## src/rtl/video_pkg.sv

```systemverilog
// rtl/video_pkg.sv - shared widths, defaults, capture states and CRC helper for video_capture
package video_pkg;

    localparam int ADDR_W        = 14;
    localparam int RGB_W         = 12;
    localparam int CNT_W         = 12;
    localparam int PH_W          = 8;
    localparam int FB_WIDTH_DEF  = 128;
    localparam int FB_HEIGHT_DEF = 96;

    typedef enum logic [1:0] {
        IDLE,
        ARMED,
        CAPTURE,
        DONE
    } cap_state_t;

    localparam logic [15:0] CRC_POLY = 16'h1021;
    localparam logic [15:0] CRC_INIT = 16'hFFFF;

    // CRC-16-CCITT over one pixel, zero-extended to 16 bits, MSB first.
    function automatic logic [15:0] crc16_word(input logic [15:0] crc, input logic [RGB_W-1:0] data);
        logic [15:0] c;
        logic [15:0] d;
        logic        fb;
        c = crc;
        d = {{(16-RGB_W){1'b0}}, data};
        for (int i = 15; i >= 0; i--) begin
            fb = c[15] ^ d[i];
            c  = {c[14:0], 1'b0};
            if (fb) c = c ^ CRC_POLY;
        end
        return c;
    endfunction

endpackage

```

## src/rtl/video_sync_counter.sv

```systemverilog
// rtl/video_sync_counter.sv - input register stage, sync edge detect, h/v counters and sample flag
module video_sync_counter
    import video_pkg::*;
#(
    parameter int FB_WIDTH        = FB_WIDTH_DEF,
    parameter int FB_HEIGHT       = FB_HEIGHT_DEF,
    parameter int H_START         = 144,
    parameter int V_START         = 35,
    parameter int H_DECIM         = 5,
    parameter int V_DECIM         = 5,
    parameter int SYNC_ACTIVE_LOW = 1
) (
    input  logic             clk,
    input  logic             rst,
    input  logic [RGB_W-1:0] video_rgb,
    input  logic             video_hsync,
    input  logic             video_vsync,
    output logic [RGB_W-1:0] rgb,
    output logic             h_edge,
    output logic             v_edge,
    output logic             sample
);

    localparam logic             SYNC_LVL = (SYNC_ACTIVE_LOW != 0) ? 1'b0 : 1'b1;
    localparam logic [CNT_W-1:0] H_LO     = CNT_W'(H_START);
    localparam logic [CNT_W-1:0] H_HI     = CNT_W'(H_START + FB_WIDTH * H_DECIM);
    localparam logic [CNT_W-1:0] V_LO     = CNT_W'(V_START);
    localparam logic [CNT_W-1:0] V_HI     = CNT_W'(V_START + FB_HEIGHT * V_DECIM);
    localparam logic [PH_W-1:0]  H_PH_MAX = PH_W'(H_DECIM - 1);
    localparam logic [PH_W-1:0]  V_PH_MAX = PH_W'(V_DECIM - 1);

    logic [RGB_W-1:0] rgb_q;
    logic             hs_q, vs_q, hs_prev, vs_prev;
    logic [CNT_W-1:0] hcnt_q, vcnt_q, hcnt_cur, vcnt_cur;
    logic [PH_W-1:0]  hph_q, vph_q, hph_cur, vph_cur;
    logic             h_act, v_act;

    assign rgb    = rgb_q;
    assign h_edge = (hs_q == SYNC_LVL) && (hs_prev != SYNC_LVL);
    assign v_edge = (vs_q == SYNC_LVL) && (vs_prev != SYNC_LVL);

    // Counts describe the pixel currently held in the input register.
    always_comb begin
        hcnt_cur = h_edge ? '0 : ((&hcnt_q) ? hcnt_q : hcnt_q + CNT_W'(1));
        vcnt_cur = vcnt_q;
        if (v_edge)      vcnt_cur = '0;
        else if (h_edge) vcnt_cur = (&vcnt_q) ? vcnt_q : vcnt_q + CNT_W'(1);

        if (hcnt_cur == H_LO)      hph_cur = '0;
        else if (hph_q == H_PH_MAX) hph_cur = '0;
        else                       hph_cur = hph_q + PH_W'(1);

        vph_cur = vph_q;
        if (h_edge || v_edge) begin
            if (vcnt_cur == V_LO)       vph_cur = '0;
            else if (vph_q == V_PH_MAX) vph_cur = '0;
            else                        vph_cur = vph_q + PH_W'(1);
        end

        h_act  = (hcnt_cur >= H_LO) && (hcnt_cur < H_HI);
        v_act  = (vcnt_cur >= V_LO) && (vcnt_cur < V_HI);
        sample = h_act && v_act && (hph_cur == '0) && (vph_cur == '0);
    end

    always_ff @(posedge clk or negedge rst) begin
        if (!rst) begin
            rgb_q   <= '0;
            hs_q    <= 1'b0;
            vs_q    <= 1'b0;
            hs_prev <= 1'b0;
            vs_prev <= 1'b0;
            hcnt_q  <= '0;
            vcnt_q  <= '0;
            hph_q   <= '0;
            vph_q   <= '0;
        end else begin
            rgb_q   <= video_rgb;
            hs_q    <= video_hsync;
            vs_q    <= video_vsync;
            hs_prev <= hs_q;
            vs_prev <= vs_q;
            hcnt_q  <= hcnt_cur;
            vcnt_q  <= vcnt_cur;
            hph_q   <= hph_cur;
            vph_q   <= vph_cur;
        end
    end

endmodule

```

## src/rtl/video_capture.sv

```systemverilog
// rtl/video_capture.sv - frame capture FSM and memory write port; VIDEO_CAPTURE_CRC_EN adds frame_crc
module video_capture
    import video_pkg::*;
#(
    parameter int FB_WIDTH        = FB_WIDTH_DEF,
    parameter int FB_HEIGHT       = FB_HEIGHT_DEF,
    parameter int H_START         = 144,
    parameter int V_START         = 35,
    parameter int H_DECIM         = 5,
    parameter int V_DECIM         = 5,
    parameter int SYNC_ACTIVE_LOW = 1
) (
    input  logic              clk,
    input  logic              rst,
    input  logic              capture_start,
    input  logic [RGB_W-1:0]  video_rgb,
    input  logic              video_hsync,
    input  logic              video_vsync,
    output logic [ADDR_W-1:0] wr_addr,
    output logic [RGB_W-1:0]  wr_data,
    output logic              wr_en,
    output logic              busy,
    output logic              frame_done,
    output logic              short_frame
`ifdef VIDEO_CAPTURE_CRC_EN
    ,
    output logic [15:0]       frame_crc
`endif
);

    localparam logic [ADDR_W-1:0] FBW_A = ADDR_W'(FB_WIDTH);
    localparam logic [ADDR_W-1:0] FBH_A = ADDR_W'(FB_HEIGHT);

    generate
        if (FB_WIDTH * FB_HEIGHT > (1 << ADDR_W)) begin : g_size_check
            $error("FB_WIDTH*FB_HEIGHT exceeds the 16K video memory");
        end
    endgenerate

    cap_state_t        state, state_d;
    logic [ADDR_W-1:0] row, row_d, col, col_d, addr_d;
    logic [RGB_W-1:0]  data_d, rgb;
    logic              row_hit, row_hit_d, short_d, we_d;
    logic              h_edge, v_edge, sample;

    video_sync_counter #(
        .FB_WIDTH       (FB_WIDTH),
        .FB_HEIGHT      (FB_HEIGHT),
        .H_START        (H_START),
        .V_START        (V_START),
        .H_DECIM        (H_DECIM),
        .V_DECIM        (V_DECIM),
        .SYNC_ACTIVE_LOW(SYNC_ACTIVE_LOW)
    ) u_sync (
        .clk        (clk),
        .rst        (rst),
        .video_rgb  (video_rgb),
        .video_hsync(video_hsync),
        .video_vsync(video_vsync),
        .rgb        (rgb),
        .h_edge     (h_edge),
        .v_edge     (v_edge),
        .sample     (sample)
    );

    assign busy       = (state == ARMED) || (state == CAPTURE);
    assign frame_done = (state == DONE);

    always_comb begin
        state_d   = state;
        row_d     = row;
        col_d     = col;
        row_hit_d = row_hit;
        short_d   = short_frame;
        we_d      = 1'b0;
        addr_d    = wr_addr;
        data_d    = wr_data;
        case (state)
            IDLE: begin
                if (capture_start) begin
                    state_d = ARMED;
                    short_d = 1'b0;
                end
            end
            ARMED: begin
                if (v_edge) begin
                    state_d   = CAPTURE;
                    row_d     = '0;
                    col_d     = '0;
                    row_hit_d = 1'b0;
                end
            end
            CAPTURE: begin
                if (v_edge) begin
                    state_d = DONE;
                    short_d = 1'b1;
                end else if (h_edge) begin
                    // A short line simply ends the row; unwritten columns stay untouched.
                    if (row_hit) begin
                        row_d     = row + ADDR_W'(1);
                        col_d     = '0;
                        row_hit_d = 1'b0;
                    end
                end else if (sample && (col < FBW_A) && (row < FBH_A)) begin
                    we_d      = 1'b1;
                    addr_d    = row * FBW_A + col;
                    data_d    = rgb;
                    col_d     = col + ADDR_W'(1);
                    row_hit_d = 1'b1;
                    if ((row == FBH_A - ADDR_W'(1)) && (col == FBW_A - ADDR_W'(1)))
                        state_d = DONE;
                end
            end
            DONE: begin
                state_d = IDLE;
            end
            default: state_d = IDLE;
        endcase
    end

    always_ff @(posedge clk or negedge rst) begin
        if (!rst) begin
            state       <= IDLE;
            row         <= '0;
            col         <= '0;
            row_hit     <= 1'b0;
            short_frame <= 1'b0;
            wr_en       <= 1'b0;
            wr_addr     <= '0;
            wr_data     <= '0;
        end else begin
            state       <= state_d;
            row         <= row_d;
            col         <= col_d;
            row_hit     <= row_hit_d;
            short_frame <= short_d;
            wr_en       <= we_d;
            wr_addr     <= addr_d;
            wr_data     <= data_d;
        end
    end

`ifdef VIDEO_CAPTURE_CRC_EN
    logic [15:0] crc;
    logic        accept;

    assign accept    = (state == IDLE) && capture_start;
    assign frame_crc = crc;

    always_ff @(posedge clk or negedge rst) begin
        if (!rst)        crc <= CRC_INIT;
        else if (accept) crc <= CRC_INIT;
        else if (we_d)   crc <= crc16_word(crc, data_d);
    end
`endif

endmodule

```

## config.mk

```make
export PLATFORM = sky130hd
export DESIGN_NAME = video_capture
export DESIGN_NICKNAME = d
export VERILOG_FILES = /design/src/rtl/video_pkg.sv /design/src/rtl/video_sync_counter.sv /design/src/rtl/video_capture.sv
export SDC_FILE = /design/constraint.sdc
export NUM_CORES = 1
export LEC_CHECK = 0
export CORE_ASPECT_RATIO = 1.25
export CORE_UTILIZATION = 36
export CTS_CLUSTER_SIZE = 12
export DETAILED_ROUTE_END_ITERATION = 10
export DONT_BUFFER_PORTS = 1
export GPL_ROUTABILITY_DRIVEN = 0
export GPL_TIMING_DRIVEN = 0
export SYNTH_ARGS = -nofsm -noshare
export SYNTH_HDL_FRONTEND = slang
export SYNTH_SLANG_ARGS = --single-unit
```

## constraint.sdc

```tcl
create_clock -name clk -period 7.54 [get_ports clk]
set_input_delay 0.754 -clock clk [delete_from_list [all_inputs] [get_ports clk]]
set_output_delay 0.754 -clock clk [all_outputs]
set_load 0.01 [all_outputs]
```

==> results of run 1 <==
## report_power, final
| group | switching, uW | internal, uW | leakage [uW] |
|---|---|---|---|
| combinational | 231 | 117 | 0.00135 |
| clock | 274 | 550 | 0.000294 |
| sequential | 44.7 | 658 | 0.00155 |
| total | 550 | 1330 | 0.00319 |
## flip-flops by register name, summed over array words and instances (netlist names)
signal          flops
col                14
row                14
row_hit             1
short_frame         1
state               2
u_sync.hcnt_q      12
u_sync.hph_q        8
u_sync.hs_prev      1
u_sync.hs_q         1
u_sync.rgb         12
u_sync.vcnt_q      12
u_sync.vph_q        8
u_sync.vs_prev      1
u_sync.vs_q         1
wr_addr            14
wr_data            12
wr_en               1
## worst max-delay path by stage
stage | to | slack (ns) | cells past startpoint
3_3_place_gp | wr_data[9] | 3.75 | 11
5_1_grt | col[3] | 3.46 | 10
3_5_place_dp | wr_data[11] | 3.71 | 11
4_1_cts | wr_data[11] | 3.70 | 11
2_1_floorplan | wr_addr[0] | 4.24 | 11
6_report | wr_addr[13] | 3.67 | 11
## layout by cell type, fill, tap and decap left out, types with 19 or more instances in the layout
master / instances
a21oi_1: 23
dfrtp_1: 115
inv_1: 19
mux2_4: 19
nand2_1: 45
nand3_1: 33
nand4_1: 20
nor2_1: 48
nor3_1: 21
o21ai_0: 27
## layer usage
| metal | vias up | GRT usage | share of wire |
|---|---|---|---|
| li1 | 2223 | - | - |
| met1 | 2196 | 0.188 | 0.43 |
| met2 | 139 | 0.273 | 0.50 |
| met3 | 28 | 0.0464 | 0.052 |
| met4 | 0 | 0.0620 | 0.016 |
| met5 | - | 0 | 0 |
## cells by family after synthesis
kind of cell	Yosys count
muxes	33
xor gates and xnor gates	27
buffers and inverters	44
and+or+nand+nor	242
adders and majority gates	19
AOI/OAI and AO/OA	114
DFF	115
## cell type report
| type | instances | area (sq um) |
|---|---|---|
| fillers | 1604 | 9720 |
| multi-input cells | 435 | 3030 |
| clock buffers | 22 | 484 |
| inverters | 19 | 71.3 |
| well taps | 220 | 275 |
| clock inverters | 9 | 128 |
| plain buffers | 25 | 191 |
| flip-flops and latches | 115 | 2880 |
## per-stage QoR
step                power, uW  setup slack (ns)
floorplan                 963              4.24
global placement         1040              3.75
detailed placement       1060              3.71
CTS                      1890              3.70
global route             1980              3.46
finish                   1880              3.67
## worst max-delay path: cells and delay by family (launching register included)
| family | cells | cell delay, ns |
|---|---|---|
| fa+ha+maj | 1 | 0.27 |
| compound gates | 3 | 0.90 |
| buf+inv | 1 | 0.23 |
| mux | 1 | 0.30 |
| simple gates | 5 | 1.62 |
| flops | 1 | 0.43 |
==> flow_summary.ini, run 1 <==
[synthesis]
yosys-top-cells-count = 115 x dfrtp_1, 48 x nor2_1, 45 x nand2_1
yosys_warnings = 0
synth_seq_cells = 115
ys_async_sr_fraction = 1.00
synth-compound-area-share = 0.128
synth_nets = 630
synth_top_family_by_area = simple AND/OR/NAND/NOR gates
synth_area_leaders = dfrtp_1 47%, mux2_4 4.6%, ha_1 3.6%, nor2_1 2.9%, nand2_1 2.7%
ys_seq_area_frac = 0.466
yosys.area.top_type = dfrtp_1
synth_area_per_cell_sq_um = 10.4
syn-cell-area_sq_um = 6170
synthSimpleGateAreaFrac = 0.215
synth_xor_area_frac = 0.0383
syn_inst = 594
yosysMostFrequentCell = dfrtp_1
synth.distinct_cells = 77
synth.area.mux_share = 0.0701
synthFlopType = dfrtp_1
synth_edf_count = 0
synth_top_area_share = 0.466
synthAdderAreaFrac = 0.0397

[timing]
fin_tns_setup_ns = 0
period_needed_ns = 3.87
setup_violations = 0
slew_viol_final = 0
max_freq_mhz = 259
worst_pin_slew_ns = 0.807
hold_viol_final = 0
fin_crit_sh = 0.513
timing.hold.ws_ns = 0.0373
clock_skew_ns = 0.00904
slew_headroom = 0.460
rsz0062_at_grt = false

[worst_setup_path]
endpoint_kind = flip-flop
r2r_slack_ns = 3.67
arrival_ns = 4.16
startpoint = u_sync.hcnt_q[0]
worstPathRequired_ns = 7.83
cp_slowest_cell = or3b_2
path_cells = ha_1 > nand3_1 > a211oi_1 > o2111ai_1 > nor4_2 > or3b_2 > o311ai_1 > and3_4 > nand3_4 > buf_12 > mux2_4
worst_r2r_path_depth = 11
r2r_start = u_sync.hcnt_q[0]
max_stage_delay_ns = 0.53
cp-start-kind = flip-flop
path_class = flip-flop to flip-flop
cp_max_fo = 10
worstReg2RegEnd = wr_addr[13]

[placed_design]
dp_cells = 814
io_buffer_count = 0
hpwl_mm = 9.37
placement.cell_area_sq_um = 6450

[global_route]
grt_pass1_vias = 4746
grt_first_pass_wirelength_mm = 22.5
grt_max_degree = 116
grt_usage = 0.160
grt_overflow = 0
antenna_found_initial = 0

[cts]
cts_buffer_depth = 2
holdBufCountCts = 0
cts_tree = built
cts_resized = 0
clkLatencyLatePin_ns = 0.41
cts_buffers = 17
clk_pin_slew_ns = 0.05
root_buffer = clkbuf_16
post-cts-setup-buffers = 0
h-tree-depth = 4
cts_num_sinks = 115

[detailed_routing]
viasPerCell = 5.43
drtIter0Drc = 273
drtAntennaViolNets = 0
finalWirelength_mm = 13.3
wire_per_inst_um = 15.8
firstDrtPassIters = 5
route.detailed.drc = 0
via_count = 4586

[floorplan]
dieArea_sq_um = 17700
io_pins = 47
fp.coreArea_sq_um = 16800
fp.dieH_um = 148
dieWidth_um = 119
start_util = 0.368
core.rowCount = 53

[pwr]
leakagePower_uw = 0.00319
power_density_nw_per_um2 = 266
peakVddDrop_v = 0.000157

[layout]
fin_area_sq_um = 7060
fin_nets = 649
drive_above_1_share = 0.154
fin_cells = 845
area_growth_syn_to_layout_pct = 14.4
n_antenna_cell = 0
post-route-util = 0.421

[run_status]
outcome = complete, no violations

[hold_path]
hp-class = input pin to asynchronous set/reset pin

[job]
maxCapViolations = 0
Note: power is estimated with default switching activity, not from simulation.
==> inputs of run 2 (changes only) <==
- clock period: 7.54 -> 3.6 ns (I/O delays scaled with it)
==> run 2 against run 1 <==
Effect of this change:
- sequential share of layout area fell by 1.9 points
- sequential power rose by 110%
- final cell count rose by 2.6%
- critical path type unchanged
- setup slack got worse by 3.5 ns
- clock power rose by 110%
- wire length rose by 2.9%
- cell area rose by 5.0%
- hold slack improved by 0.14 ns
- critical path depth rose by 1
- first-iteration DRC count rose by 9.9%
- clock skew rose by 0.0012 ns
- die area did not move
==> flow_summary.ini, run 2 (synthesized netlist as in run 1, its figures left out) <==
[layout]
area_growth_syn_to_layout_pct = 20.1
fin_area_sq_um = 7410
reg_top3 = col: 14 flops, row: 14 flops, wr_addr: 14 flops
mostFrequentLayoutCell = dfrtp_1
layout_common_cells = 113 x dfrtp_1, 48 x nor2_1, 45 x nand2_1
fin_cells = 867
n_antenna_cell = 0
fin_nets = 671
drive_above_1_share = 0.182

[worst_setup_path]
cp_top_family = simple AND/OR/NAND/NOR gates
path_buf_inv = 2
worstReg2RegEnd = wr_addr[0]
arrival_ns = 3.75
worstPathRequired_ns = 3.89
cp_max_fo = 6
max_stage_delay_ns = 0.51
cp_slowest_cell = or3b_2
cp-start-kind = flip-flop
path_cells = ha_4 > nand3_2 > o211ai_2 > o211ai_1 > nor4_2 > buf_4 > or3b_2 > o311ai_4 > and3_4 > nand3_4 > bufbuf_16 > mux2_4
r2r_slack_ns = 0.15
endpoint_kind = flip-flop
path_class = flip-flop to flip-flop
worst_r2r_path_depth = 12
r2r_start = u_sync.hcnt_q[1]

[detailed_routing]
route.detailed.drc = 0
finalWirelength_mm = 13.7
firstDrtPassIters = 5
wire_per_inst_um = 15.8
viasPerCell = 5.37
via_count = 4654
drtIter0Drc = 300
drtAntennaViolNets = 0

[floorplan]
fp.coreArea_sq_um = 16800
io_pins = 47
start_util = 0.368
dieWidth_um = 119
dieArea_sq_um = 17700
core.rowCount = 53
fp.dieH_um = 148

[timing]
max_freq_mhz = 289
hold_viol_final = 0
fin_tns_setup_ns = 0
period_needed_ns = 3.45
slew_headroom = 0.454
fin_ws_ns = 0.145
worst_pin_slew_ns = 0.817
fin_crit_sh = 0.960
slew_viol_final = 0
clock_skew_ns = 0.0103
setup_violations = 0

[placed_design]
dp_cells = 814
io_buffer_count = 0
placement.cell_area_sq_um = 6450
pre_cts_ws_ns = -0.228
hpwl_mm = 9.37

[run_status]
outcome = complete, no violations

[job]
maxCapViolations = 0

[hold_path]
hold_path_end = short_frame
holdPathStages = 2
hold_start = capture_start
hp-class = input pin to flip-flop

[pwr]
power_density_nw_per_um2 = 539
leakagePower_uw = 0.00333
total_power_uw = 3990
peakVddDrop_v = 0.000328

[cts]
cts_tree = built
h-tree-depth = 4
cts_num_sinks = 115
clkLatencyLatePin_ns = 0.41
root_buffer = clkbuf_16
cts_buffer_depth = 2
cts_buffers = 17
clk_pin_slew_ns = 0.05

[global_route]
antenna_found_initial = 0
grt_overflow = 0
grt_usage = 0.164
grt_pass1_vias = 4838
grt_first_pass_wirelength_mm = 23.1
grt_max_degree = 116
[run 2: report_power, final]
part           internal [uW]  switching [uW]  total, uW
registers               1380             101       1480
logic                    268             514        783
clock network           1150             578       1730
total                   2800            1190       3990
[run 2: worst reg2reg max path: cells and delay by family, from the launching register on]
kind            cells  cell delay [ns]
flops               1             0.44
buf+inv             2             0.51
fa+ha+maj           1             0.19
compound gates      3             0.54
simple gates        5             1.39
mux                 1             0.29
[run 2: worst max-delay path by stage]
stage,startpoint,to,slack (ns),depth (start not counted)
2_1_floorplan,u_sync.vcnt_q[1],wr_addr[0],0.30,11
3_3_place_gp,u_sync.hcnt_q[0],wr_data[9],-0.19,11
3_5_place_dp,u_sync.hcnt_q[0],wr_data[11],-0.23,11
4_1_cts,u_sync.hcnt_q[0],wr_data[7],0.01,12
5_1_grt,u_sync.hcnt_q[1],wr_data[7],-0.02,12
6_report,u_sync.hcnt_q[1],wr_addr[0],0.15,12
[run 2: what timing repair did]
item,4_1_cts,5_1_grt
gates resized for setup,8,11
gates cloned,1,0
endpoints found under the setup margin,30,35
buffers inserted,5,2
hold endpoints to repair,129,0
pin swaps,6,2
hold buffers,16,0
[run 2: layer usage]
metal,vias up,part of all wire,GRT usage
li1,2258,-,-
met1,2266,0.44,0.194
met2,111,0.50,0.278
met3,19,0.043,0.0468
met4,0,0.018,0.0665
met5,-,0,0
[run 2: cell type report]
| class | count | area (sq um) |
|---|---|---|
| flip-flops and latches | 115 | 2880 |
| multi-input cells | 435 | 3130 |
| fillers | 1578 | 9360 |
| well taps | 220 | 275 |
| plain buffers | 23 | 185 |
| clock inverters | 9 | 128 |
| inverters | 19 | 71.3 |
| clock buffers | 22 | 484 |
| repair buffers | 24 | 263 |
[run 2: through the flow]
step | utilization | hold WS, ns
3_3_place_gp | 0.384 | 0.0706
2_1_floorplan | - | 0.0644
6_report | 0.442 | 0.181
5_1_grt | 0.442 | 0.211
3_5_place_dp | 0.384 | 0.0694
4_1_cts | 0.438 | 0.169
